--- config.mk ---
export PLATFORM = sky130hd
export DESIGN_NAME = mul8_apx_seq_ctrl
export DESIGN_NICKNAME = d
export VERILOG_FILES = /design/src/rtl/mul8_apx_seq_ctrl.sv
export SDC_FILE = /design/constraint.sdc
export NUM_CORES = 1
export LEC_CHECK = 0
export ABC_AREA = 1
export BUFFER_PORTS_ARGS = -buffer_cell sky130_fd_sc_hd__buf_2
export CORE_MARGIN = 8
export CORE_UTILIZATION = 40
export CTS_BUF_LIST = sky130_fd_sc_hd__clkbuf_4
export DETAILED_ROUTE_END_ITERATION = 8
export GPL_TIMING_DRIVEN = 1
export PLACE_DENSITY_LB_ADDON = 0.2
export SLEW_MARGIN = 15
export SYNTH_ARGS = -nofsm -noshare
export SYNTH_HDL_FRONTEND = slang
export SYNTH_HIERARCHICAL = 1
export SYNTH_SLANG_ARGS = --single-unit
--- constraint.sdc ---
create_clock -name clk -period 6.3 [get_ports clk]
set_input_delay 0.63 -clock clk [delete_from_list [all_inputs] [get_ports clk]]
set_output_delay 0.63 -clock clk [all_outputs]
set_load 0.01 [all_outputs]
--- src/rtl/mul8_apx_seq_ctrl.sv ---
// Sequenced 8x8 approximate multiplier sharing one ap1 and one ap3 4x4 unit.
// Define ZERO_SKIP_EN to short-circuit zero operands straight to DONE.

module mul4_ap1 (
  input  logic [3:0] x,
  input  logic [3:0] y,
  output logic [7:0] p
);
  // exact array product minus the x[0]&y[0] partial product
  always_comb begin
    p = '0;
    for (int i = 0; i < 4; i++)
      for (int j = 0; j < 4; j++)
        if ((i + j) != 0)
          p = p + (8'(x[i] & y[j]) << (i + j));
  end
endmodule

module mul4_ap3 (
  input  logic [3:0] x,
  input  logic [3:0] y,
  output logic [7:0] p
);
  // drops all partial products of weight 1 and 2
  always_comb begin
    p = '0;
    for (int i = 0; i < 4; i++)
      for (int j = 0; j < 4; j++)
        if ((i + j) >= 2)
          p = p + (8'(x[i] & y[j]) << (i + j));
  end
endmodule

module mul8_apx_seq_ctrl #(
  parameter int CNT_W = 16
) (
  input  logic             clk,
  input  logic             rst_n,
  input  logic             in_valid,
  output logic             in_ready,
  input  logic [7:0]       a,
  input  logic [7:0]       b,
  output logic             out_valid,
  input  logic             out_ready,
  output logic [15:0]      prod8,
  output logic             busy,
  output logic [CNT_W-1:0] ops_done
);

  typedef enum logic [1:0] {
    IDLE,
    PH0,
    PH1,
    DONE
  } state_t;

  state_t state, state_n;

  logic [7:0]  ra, rb;
  logic [15:0] acc;
  logic [3:0]  ymux;
  logic [7:0]  p1, p3;
  logic        load;
  logic        handoff;

  assign ymux = (state == PH0) ? rb[7:4] : rb[3:0];

  mul4_ap1 u_ap1 (
    .x (ra[7:4]),
    .y (ymux),
    .p (p1)
  );

  mul4_ap3 u_ap3 (
    .x (ra[3:0]),
    .y (ymux),
    .p (p3)
  );

  assign busy    = (state != IDLE);
  assign handoff = out_valid & out_ready;

`ifdef ZERO_SKIP_EN
  logic zero_op;
  logic skip;
  assign zero_op = (a == 8'h00) || (b == 8'h00);
  assign skip    = load & zero_op;
`endif

  always_ff @(posedge clk or negedge rst_n) begin
    if (!rst_n) state <= IDLE;
    else        state <= state_n;
  end

  always_comb begin
    state_n  = state;
    in_ready = 1'b0;
    load     = 1'b0;
    unique case (state)
      IDLE: begin
        in_ready = 1'b1;
        if (in_valid) begin
          load    = 1'b1;
          state_n = PH0;
        end
      end
      PH0: state_n = PH1;
      PH1: state_n = DONE;
      DONE: begin
        in_ready = out_ready;
        if (out_ready) begin
          if (in_valid) begin
            load    = 1'b1;
            state_n = PH0;
          end else begin
            state_n = IDLE;
          end
        end
      end
    endcase
`ifdef ZERO_SKIP_EN
    if (load && zero_op) state_n = DONE;
`endif
  end

  always_ff @(posedge clk or negedge rst_n) begin
    if (!rst_n) begin
      ra        <= '0;
      rb        <= '0;
      acc       <= '0;
      prod8     <= '0;
      out_valid <= 1'b0;
      ops_done  <= '0;
    end else begin
      if (load) begin
        ra <= a;
        rb <= b;
      end
      if (state == PH0)
        acc <= {p1, 8'h00} + {4'h0, p3, 4'h0};
      if (state == PH1) begin
        prod8     <= acc + {4'h0, p1, 4'h0} + {8'h00, p3};
        out_valid <= 1'b1;
      end
      if (handoff) begin
        out_valid <= 1'b0;
        if (ops_done != '1)
          ops_done <= ops_done + 1'b1;
      end
`ifdef ZERO_SKIP_EN
      if (skip) begin
        prod8     <= '0;
        out_valid <= 1'b1;
      end
`endif
    end
  end

endmodule

==> impl_metrics.json <==
{
  "synth_top_cell_area_share_pct": 35.5,
  "cts_tree": "built",
  "critical_path.startpoint_type": "flip-flop",
  "ys_seq_area_share_pct": 35.5,
  "drtAntennaViolNets": 0,
  "number_of_instances_in_the_synthesized_netlist": 553,
  "timing.max_cap.violations": 0,
  "numClockSinks": 63,
  "ios": 55,
  "antenna_found_initial": 0,
  "transition_at_the_pin_with_the_smallest_max_transition_slack_ps": 817,
  "initial_core_util_pct": 41.0,
  "hold_buf_cts": 0,
  "syn-mean-instance-area_um2": 8.04,
  "flow.area_growth_from_synthesis_pct": 10.9,
  "synth_enable_flop_cells": 0,
  "timing.clock.skew_ps": 24.5,
  "synthFlopType": "dfrtp_1",
  "cpMostUsedCell": "nand2_1",
  "number_of_setup_buffers_added_after_cts": 0,
  "crit_fanout": 16,
  "synth_top_area_cell": "dfrtp_1",
  "clock.fmax_mhz": 178,
  "grt_setup_unrepaired": "no",
  "drt_first_pass_iters": 4,
  "slew_headroom_pct": 45.5,
  "dieArea_um2": 14700,
  "vias": 3567,
  "synthDistinctLibCells": 32,
  "h_tree_lvl_count": 3,
  "status": "finished clean",
  "worstPathArrival_ps": 5920,
  "post_cts.resized_instances": 0,
  "crit_path_top_delay_cell": "fa_1",
  "critical_path.endpoint_type": "flip-flop",
  "async_reset_ff_share_pct": 100,
  "dp.cells": 737,
  "global_route_wire_length_before_repair_um": 16600,
  "first_global_vias": 3649,
  "route.detailed.vias_per_inst": 4.74,
  "cell_count_final_fillers_out": 753,
  "netlist_area_um2": 4450,
  "grt_overflow": 0,
  "core-area_um2": 10800,
  "antenna_cells": 0,
  "routed_wire_length_per_instance_um": 12.6,
  "synth_top_cells_by_count": "206 x nand2_1, 72 x inv_1, 63 x dfrtp_1, 37 x ha_1, 30 x nand3_1",
  "synthesis.yosys.warnings": 6,
  "finalSetupViolations": 0,
  "first_iter_violations": 201,
  "layout_min_cycle_time_ps": 5630,
  "portBuffers": 54,
  "final_layout_size_suffix_gt1_share_pct": 15.3,
  "gp_routability_congestion": 0.880,
  "detailedPlacementHpwl_um": 7410,
  "post-synth-top-count-cell": "nand2_1",
  "slowest_delay_ps": 530,
  "timing_worst_setup_path_type": "reg2reg",
  "floorplan.die.height_um": 121,
  "min_path_type": "in2async",
  "timing.final.max_slew_violations": 0,
  "root_buffer": "clkbuf_4",
  "final.period_utilization_pct": 89.3,
  "die_width_um": 121,
  "groute.usage.overall_pct": 13.8,
  "worstPathRequired_ps": 6600,
  "wl_um": 9480,
  "final_hold_viol_count": 0,
  "final_net_count": 682,
  "cts.path.max_buffers": 2,
  "grt_max_degree": 64,
  "placement_rows": 38,
  "clk_pin_slew_worst_paths_ps": 120,
  "clock_insertion_delay_worst_skew_ps": 410,
  "nFillCells": 1142,
  "synth.top_cells.by_area": "dfrtp_1 35%, nand2_1 17%, ha_1 10%",
  "final.setup.tns_ps": 0,
  "number_of_flip_flops_and_latches_in_the_synthesized_netlist": 63,
  "drc": 0,
  "numCtsBuffers": 9
}
worst paths after layout:
check | startpoint | end | slack (ps) | cells past startpoint
max reg2reg | state[1] | prod8[15] | 670 | 25
max in group asynchronous | rst_n | rb[4] | 5370 | 2
min | rst_n | prod8[11] | 360 | 2
max | state[1] | prod8[15] | 670 | 25
min in group clk | b[2] | rb[2] | 440 | 2
min reg2reg | prod8[0] | prod8[0] | 480 | 2
cell families after synthesis:
group	synth area share [%]
AOI/OAI and AO/OA	4.00
xor gates and xnor gates	4.14
other	0.169
buffers and inverters	8.16
adders and majority gates	18.1
and+or+nand+nor	26.0
DFF	35.5
muxes	4.05
sequential cells by signal (all words and copies together) (netlist names):
name	count
rb	8
ops_done	16
ra	8
out_valid	1
acc	12
state	2
prod8	16
metal layers:
layer	part of all wire [%]	vias to the layer above	global-route usage, %
met3	4.6	10	3.72
met2	46	53	22.7
li1	-	1828	-
met4	1.1	0	4.09
met1	48	1676	17.2
met5	0	-	0
cell usage in the layout, fill, tap and decap left out, types with 15 or more instances in the layout:
cell,Yosys,layout
nor2_1,27,27
xnor2_1,18,18
buf_2,1,54
o21ai_0,15,15
ha_1,37,37
nand2_1,206,206
dfrtp_1,63,63
inv_1,72,72
nand3_1,30,30
fa_1,17,17
mux2_2,16,16
per-stage QoR:
step	util [%]	hold WS [ps]	area, um2	setup slack (ps)
floorplan	-	334	4450	917
finish	45.5	358	4930	673
CTS	45.5	400	4930	671
global route	45.5	419	4930	162
global placement	44.4	459	4820	824
detailed placement	44.4	462	4820	688
worst max-delay path: cells and delay by family (launching register included):
kind,cells,cell delay (ps)
AOI/OAI and AO/OA,2,430
xor gates and xnor gates,1,380
adders and majority gates,8,2750
buffers and inverters,5,640
DFF,1,400
and+or+nand+nor,9,920
final cells by class:
cell class              instances  area [um2]  area share, %
clock buffers                  10        75.1           1.52
well taps                     140         175           3.55
clock inverters                 6        37.5          0.761
repair buffers                 56         285           5.79
inverters                      72         270           5.48
multi-input cells             406        2510           50.9
flip-flops and latches         63        1580           32.0
Power is left out: the tool's default activity adds up to more than one toggle a clock period on the data nets, which glitch-free logic cannot reach.
